File: src/rtl/alu_pkg.sv
// Shared ALU definitions: opcode values, 4-bit ALU operation codes and the
// execute-pipe FSM state encoding.
package alu_pkg;

   localparam logic [6:0] OP_LOAD   = 7'b0000011;
   localparam logic [6:0] OP_STORE  = 7'b0100011;
   localparam logic [6:0] OP_BRANCH = 7'b1100011;
   localparam logic [6:0] OP_RTYPE  = 7'b0110011;
   localparam logic [6:0] OP_ITYPE  = 7'b0010011;

   localparam logic [3:0] ALU_AND = 4'b0000;
   localparam logic [3:0] ALU_OR  = 4'b0001;
   localparam logic [3:0] ALU_ADD = 4'b0010;
   localparam logic [3:0] ALU_XOR = 4'b0011;
   localparam logic [3:0] ALU_SLL = 4'b0100;
   localparam logic [3:0] ALU_SRL = 4'b0101;
   localparam logic [3:0] ALU_SUB = 4'b0110;
   localparam logic [3:0] ALU_SLT = 4'b0111;
   localparam logic [3:0] ALU_SRA = 4'b1101;
   localparam logic [3:0] ALU_ILL = 4'b1111;

   typedef enum logic {
      ST_IDLE  = 1'b0,
      ST_SHIFT = 1'b1
   } state_t;

   function automatic logic is_shift(input logic [3:0] op);
      return (op == ALU_SLL) || (op == ALU_SRL) || (op == ALU_SRA);
   endfunction

endpackage

File: src/rtl/alu_decode.sv
// Combinational opCode/funct decode into the 4-bit ALU operation plus an
// illegal flag; shared with the single-cycle datapath.
module alu_decode
   import alu_pkg::*;
(
   input  logic [6:0] opCode,
   input  logic [3:0] funct,
   output logic [3:0] operation,
   output logic       illegal
);

   // Returns {illegal, operation} for an R-type style funct field.
   function automatic logic [4:0] decode_funct(input logic [3:0] f);
      case (f)
         4'b0000: return {1'b0, ALU_ADD};
         4'b1000: return {1'b0, ALU_SUB};
         4'b0111: return {1'b0, ALU_AND};
         4'b0110: return {1'b0, ALU_OR};
         4'b0100: return {1'b0, ALU_XOR};
         4'b0010: return {1'b0, ALU_SLT};
         4'b0001: return {1'b0, ALU_SLL};
         4'b0101: return {1'b0, ALU_SRL};
         4'b1101: return {1'b0, ALU_SRA};
         default: return {1'b1, ALU_ILL};
      endcase
   endfunction

   logic [3:0] f_eff;
   logic [4:0] f_dec;

   always_comb begin
      operation = ALU_ILL;
      illegal   = 1'b1;
      f_eff     = funct;
      f_dec     = {1'b1, ALU_ILL};
      case (opCode)
         OP_LOAD, OP_STORE: begin
            operation = ALU_ADD;
            illegal   = 1'b0;
         end
         OP_BRANCH: begin
            operation = ALU_SUB;
            illegal   = 1'b0;
         end
         OP_RTYPE, OP_ITYPE: begin
            // Immediates carry no funct7, so instr[30] only matters for SRAI.
            if ((opCode == OP_ITYPE) && (funct[2:0] != 3'b101))
               f_eff[3] = 1'b0;
            f_dec     = decode_funct(f_eff);
            illegal   = f_dec[4];
            operation = f_dec[3:0];
         end
         default: begin
            operation = ALU_ILL;
            illegal   = 1'b1;
         end
      endcase
   end

endmodule

File: src/rtl/alu_exec_pipe.sv
// Handshaked ALU execute stage: decode, single-cycle ops, iterative
// one-bit-per-cycle shifter and a single-entry output register.
module alu_exec_pipe
   import alu_pkg::*;
#(
   parameter int WIDTH = 32
) (
   input  logic             clk,
   input  logic             reset,
   input  logic             in_valid,
   output logic             in_ready,
   input  logic [6:0]       opCode,
   input  logic [3:0]       funct,
   input  logic [WIDTH-1:0] op_a,
   input  logic [WIDTH-1:0] op_b,
   output logic             out_valid,
   input  logic             out_ready,
   output logic [WIDTH-1:0] result,
   output logic             zero,
   output logic [3:0]       operation,
   output logic             illegal
);

   localparam int SHAMT_W = $clog2(WIDTH);

   state_t             state, state_nxt;
   logic [WIDTH-1:0]   acc, acc_nxt;
   logic [SHAMT_W-1:0] cnt, cnt_nxt;
   logic [3:0]         shop, shop_nxt;

   logic [3:0]         dec_op;
   logic               dec_ill;
   logic [SHAMT_W-1:0] shamt;
   logic               accept;

   logic               load;
   logic [WIDTH-1:0]   load_result;
   logic [3:0]         load_op;
   logic               load_ill;

   alu_decode u_decode (
      .opCode    (opCode),
      .funct     (funct),
      .operation (dec_op),
      .illegal   (dec_ill)
   );

   function automatic logic [WIDTH-1:0] shift_one(input logic [3:0] op,
                                                 input logic [WIDTH-1:0] v);
      case (op)
         ALU_SLL: return {v[WIDTH-2:0], 1'b0};
         ALU_SRA: return {v[WIDTH-1], v[WIDTH-1:1]};
         default: return {1'b0, v[WIDTH-1:1]};
      endcase
   endfunction

   // Shifts only reach here with a zero shift amount, so they pass op_a through.
   function automatic logic [WIDTH-1:0] compute(input logic [3:0] op,
                                               input logic [WIDTH-1:0] a,
                                               input logic [WIDTH-1:0] b);
      logic signed [WIDTH-1:0] sa;
      logic signed [WIDTH-1:0] sb;
      sa = a;
      sb = b;
      case (op)
         ALU_ADD: return a + b;
         ALU_SUB: return a - b;
         ALU_AND: return a & b;
         ALU_OR:  return a | b;
         ALU_XOR: return a ^ b;
         ALU_SLT: return {{(WIDTH-1){1'b0}}, (sa < sb)};
         ALU_SLL, ALU_SRL, ALU_SRA: return a;
         default: return '0;
      endcase
   endfunction

   assign shamt    = op_b[SHAMT_W-1:0];
   assign in_ready = (state == ST_IDLE) && (!out_valid || out_ready);
   assign accept   = in_valid && in_ready;

   always_comb begin
      state_nxt   = state;
      acc_nxt     = acc;
      cnt_nxt     = cnt;
      shop_nxt    = shop;
      load        = 1'b0;
      load_result = '0;
      load_op     = dec_op;
      load_ill    = dec_ill;
      case (state)
         ST_IDLE: begin
            if (accept) begin
               if (!dec_ill && is_shift(dec_op) && (shamt != '0)) begin
                  state_nxt = ST_SHIFT;
                  acc_nxt   = op_a;
                  cnt_nxt   = shamt;
                  shop_nxt  = dec_op;
               end else begin
                  load        = 1'b1;
                  load_result = compute(dec_op, op_a, op_b);
                  load_op     = dec_op;
                  load_ill    = dec_ill;
               end
            end
         end
         ST_SHIFT: begin
            acc_nxt = shift_one(shop, acc);
            cnt_nxt = cnt - 1'b1;
            if (cnt == SHAMT_W'(1)) begin
               load        = 1'b1;
               load_result = acc_nxt;
               load_op     = shop;
               load_ill    = 1'b0;
               state_nxt   = ST_IDLE;
            end
         end
         default: state_nxt = ST_IDLE;
      endcase
   end

   // A new load wins over draining the current result in the same cycle.
   always_ff @(posedge clk) begin
      if (reset) begin
         state     <= ST_IDLE;
         acc       <= '0;
         cnt       <= '0;
         shop      <= ALU_AND;
         out_valid <= 1'b0;
         result    <= '0;
         zero      <= 1'b1;
         operation <= ALU_AND;
         illegal   <= 1'b0;
      end else begin
         state <= state_nxt;
         acc   <= acc_nxt;
         cnt   <= cnt_nxt;
         shop  <= shop_nxt;
         if (load) begin
            out_valid <= 1'b1;
            result    <= load_result;
            zero      <= (load_result == '0);
            operation <= load_op;
            illegal   <= load_ill;
         end else if (out_valid && out_ready) begin
            out_valid <= 1'b0;
         end
      end
   end

endmodule

File: config.mk
export PLATFORM = sky130hd
export DESIGN_NAME = alu_exec_pipe
export DESIGN_NICKNAME = d
export VERILOG_FILES = /design/src/rtl/alu_pkg.sv /design/src/rtl/alu_decode.sv /design/src/rtl/alu_exec_pipe.sv
export SDC_FILE = /design/constraint.sdc
export NUM_CORES = 1
export LEC_CHECK = 0
export ABC_AREA = 1
export CORE_MARGIN = 3
export CORE_UTILIZATION = 40
export CTS_CLUSTER_SIZE = 24
export DETAILED_ROUTE_END_ITERATION = 12
export GPL_ROUTABILITY_DRIVEN = 0
export GPL_TIMING_DRIVEN = 1
export SLEW_MARGIN = 20
export SYNTH_ARGS = -nofsm -noshare
export SYNTH_HDL_FRONTEND = slang
export SYNTH_HIERARCHICAL = 1
export SYNTH_SLANG_ARGS = --single-unit
File: constraint.sdc
create_clock -name clk -period 3.1 [get_ports clk]
set_input_delay 0.62 -clock clk [delete_from_list [all_inputs] [get_ports clk]]
set_output_delay 0.62 -clock clk [all_outputs]
set_load 0.01 [all_outputs]
# Yosys cells after proc, flatten, opt, wreduce, memory -nomap -nowiden
# Memories as Yosys holds them, arrays and structs flattened.
# Index checks and enable logic that the tools add are counted.
# word_totals
memories	1
input_bits	79
ram_bits	0
wordCells	88
ff_bits	81
output_inout_bits	40
latch_bits	0
mem_bits_ro	80
# mem_list
memory	depth	width	rd	rd_clocked_by_memory_dff	write_ports	line	rtl
(no name shown)	16	5	1	0	0	alu_decode.sv:14	case (f)
# classes
bitwise	4
magnitude_cmp	1
multipliers	0
div_mod_pow	0
addsub	3
mux	30
n_reduce_logical	21
shifts	0
eq_ne	19
# ops
operator	count
$pmux W32 S7	1
$pmux W32 S2	3
$mux W32	5
$add A32 B32 Y32	1
$and A32 B32 Y32	1
$logic_not A32 Y1	1
$lt A32 B32 Y1	1
$or A32 B32 Y32	1
$sub A32 B32 Y32	1
$xor A32 B32 Y32	1
$eq A4 B3 Y1 const B	5
$eq A7 B6 Y1 const B	2
$pmux W4 S3	1
$mux W1	11
$mux W5	2
$pmux W5 S2	1
$eq A4 B2 Y1 const B	2
$eq A4 B4 Y1 const B	2
$pmux W1 S2	4
$pmux W4 S2	1
$eq A7 B2 Y1 const B	1
$eq A7 B5 Y1 const B	1
$eq A7 B7 Y1 const B	1
$logic_and A1 B1 Y1	6
other kinds (17)	22

# Longest topological paths before layout
# An unclocked memory read counts as a cell.
# depth
ltp_word	15
ltp_mapped	27
mapped_depth_nobuf	27

# Cells and area by module
# Netlist, hierarchy kept.
# by_module_without_submodules
mod	cells_per_inst	instances	area_each_um2
alu_exec_pipe	2007	1	11013.1
alu_decode	50	1	224.0

# Least setup slack after synthesis
# OpenSTA, ideal clock, no wires.
# synth_timing
kind	input -> register
from	input opCode[2]
to	register zero
n_path_buf	1
path_stages	24
path_slack_ps	429
required_time_ps	3042
t_arrival_ps	2613
cell_sequence	inv_1 nand2_1 nor2_2 nand3_2 nand2_4 o21ai_1 nand2_1 nand2_1 inv_2 nand2_2 a21oi_2 nand3_2 nand3_2 inv_2 buf_6 a21oi_1 nand2_1 nor2_1 nand2_1 nor2_1 nand3_1 nor2_1 nand3_1 nand2_1
# synth_between
elab_chain_cells	15
elab_cells_between_ends	37
# synth_lines
element	line	rtl
from (decl)	alu_exec_pipe.sv:12	input logic [6:0] opCode,
$eq A7 B5 Y1	alu_decode.sv:36, alu_decode.sv:47	
$logic_and A1 B1 Y1	alu_decode.sv:47	if ((opCode == OP_ITYPE) && (funct[2:0] != 3'b101))
$mux W1	alu_decode.sv:47	
$mux W1	alu_decode.sv:36	case (opCode)
$mem_v2 Z16 W5	n/a	
$pmux W4 S3 (*)	alu_decode.sv:36	
named net dec_op[3]	alu_exec_pipe.sv:31	logic [3:0] dec_op;
branches (longest 9 deep; another with $pmux W32 S7)	n/a	
to (signal assigned)	alu_exec_pipe.sv:141	zero <= (load_result == '0);
to (decl)	alu_exec_pipe.sv:19	output logic zero,
# Mark *: on every way through the listed nets, which the timed path passes. The select of a mux whose other input is x is not followed.
# A chain may end at the register's enable or synchronous reset.

# Final worst setup path
# layout_timing
from	input opCode[0]
to	register zero
# The elaborated chain is that of the path after synthesis.

==> run metrics <==
Synth top cells by count=709 x nand2_1, 360 x inv_1, 178 x nand3_1, 169 x nor2_1, 115 x ha_1; number of synthesized register bits=81; HPWL after DPL=39,200 um; hold path startpoint=illegal; hold depth=2; CTS max path bufs=2; Hold Crit Class=register to register; Post-synth EDFFs=0; CP peak stage delay=190 ps; RSZ-0062 raised after global routing=yes; Synth Flop Type=dfxtp_1; Worst Slack Setup Final=0.152 ps; htree depth=3; DRC errors left=0; worst endpoint required time=3380 ps; crit end category=register; Synth area leader=nand2_1; M1 wire length=19,800 um; Area contributors post-synth=nand2_1 24%, dfxtp_1 14%, ha_1 13%; Die ar.=0.0301 mm2; Critical R2R Capture=zero; DRT Wirelength=49,800 um; DR WL met2=22,600 um; Ports=119; synthesis-to-finish area growth=56.9%; DR vias=15.4k; final hold vios=0; post-synthesis average cell area=5.46 um2; syn nets=2,253; Final Util=0.647; final setup fails=0; Critical R2R Launch=shop[2]; crit-path most repeated cell=nor2_1; Ys Warns=6; crit path DAT=3380 ps; Final ANT Viol Nets=0; Min-Delay Endpoint=illegal; register area share after synthesis=0.144; top-area cell type share of the netlist area=0.237; Chip Height=174 um; clk_skew=9.31 ps; Setup TNS=0 ps; status=complete, no violations; LEAKAGE=9.44 nW; pwr dens=232 mW/mm2; Peak VDD IR=0.000241 V; Final Max Tran Viols=0; met3 routed WL=4230 um; CP max-delay cell=dlygate4sd2_1; fin crit period=3100 ps; reg2reg setup slack=640 ps; largest net degree at the start of global routing=46; worst-margin pin slew=629 ps; vias in the first global route=14.4k; fin crit share=1.00; CTS sink count=81; worst hold margin=473 ps; max cap viols=0; Initial Util=0.412; worst-skew pair later-pin latency=340 ps; CTS Root Cell=clkbuf_16; TritonCTS clock tree=done; Antenna diodes=0; fill count=2,556; CP Launch Type=primary input; CTS clk-pin slew, worst paths=60 ps; worst r2r path cells=16; cells after synthesis=2,057; DR top layer=met4; post-synth cell types=44; initial antenna violation count=0; Crit Path Category=primary input to register; fmax=323 MHz; Num CTS Buffers=9; Initial DRC Count=1,636; Critical Path Fanout Max=6; first-pass GRT wire length=75,200 um; cts hold-fix bufs=0; Mapped Area=0.0112 mm2; first-pass iteration count of the detailed router=6; worst path bufs/invs=4; dominant cell by count in the synthesized netlist=nand2_1; max_slew headroom=0.580; die width=174 um; Crit. path cell count=27; Vias/cell=5.26; DP Worst Slack=-874 ps; Post-synth ARST share=0; I/O Buffers=118; core area=0.0273 mm2; nets=2,754; GRT Total Usage=0.309; CP top delay family=simple AND/OR/NAND/NOR gates; wire per inst=17.0 um; layout cells sized above 1=0.286; number of placement rows=60; global route total overflow=0
[worst min-delay path, stage by stage, from the launching register on]
cell and delay, ps:
dfxtp_1 310, nand2_1 60, a21oi_1 50
[sequential cells by signal (all words and copies together), names as in the netlist]
register / cells
result: 32
shop: 4
operation: 4
out_valid: 1
zero: 1
illegal: 1
state: 1
acc: 32
cnt: 5
[per-layer routing]
metal	vias up	track usage
met5	-	0
met1	6976	0.392
met3	172	0.0427
li1	7470	-
met2	825	0.508
met4	0	0.162
[cells in the final DEF (no fill, tap or decap), types with 53 or more instances in the layout]
| master | Yosys | routed |
|---|---|---|
| nand3_1 | 178 | 155 |
| clkdlybuf4s50_1 | 0 | 92 |
| nor2_1 | 169 | 128 |
| a21oi_1 | 88 | 58 |
| nand2_2 | 3 | 53 |
| dfxtp_1 | 81 | 81 |
| o21ai_0 | 58 | 53 |
| ha_1 | 115 | 88 |
| inv_1 | 360 | 333 |
| nand2_1 | 709 | 654 |
| buf_4 | 9 | 412 |
[metrics by stage]
step / cell area (um2) / power [mW] / std cells
2_1_floorplan: 11200 / 1.86 / 2057
3_3_place_gp: 15700 / 2.75 / 2879
3_5_place_dp: 15700 / 2.77 / 2879
4_1_cts: 16600 / 3.89 / 2917
5_1_grt: 17600 / 4.30 / 2935
6_report: 17600 / 4.10 / 2935
[kinds of logic (layout without fill, tap and decap cells)]
kind of cell,after synthesis,count (layout),synth area share
simple gates,1152,1152,0.428
compound gates,258,258,0.135
mux,3,3,0.00267
xor+xnor,2,2,0.00156
flops,81,81,0.144
fa+ha+maj,117,117,0.132
buf+inv,444,950,0.157
[worst max path at each step]
stage,startpoint,to,slack [ps]
floorplan,opCode[2],zero,430
global placement,opCode[0],zero,-800
detailed placement,opCode[0],result[21],-870
CTS,op_a[1],zero,0.2
global route,opCode[5],zero,-150
finish,opCode[0],zero,0.2
[area by class of cell]
type,instances,area (um2),share of cell area
Sequential cell,81,1620,0.0920
Multi-Input combinational cell,1532,9010,0.511
Clock inverter,6,68.8,0.00390
Timing Repair Buffer,566,4840,0.274
Inverter,368,1400,0.0796
Clock buffer,10,229,0.0130
Tap cell,372,465,0.0264
[power breakdown]
group          switching [mW]  internal (mW)  total (mW)
clock                   0.454          0.627        1.08
sequential            0.00437           1.05        1.05
combinational            1.08          0.881        1.96
total                    1.54           2.56        4.10
[timing repair]
item | in CTS | in global routing
buffers inserted | 21 | 17
cloned | 1 | 1
pin swaps | 38 | 63
endpoints found under the setup margin | 61 | 60
gates resized for setup | 114 | 246
Note: power is estimated with default switching activity, not from simulation.
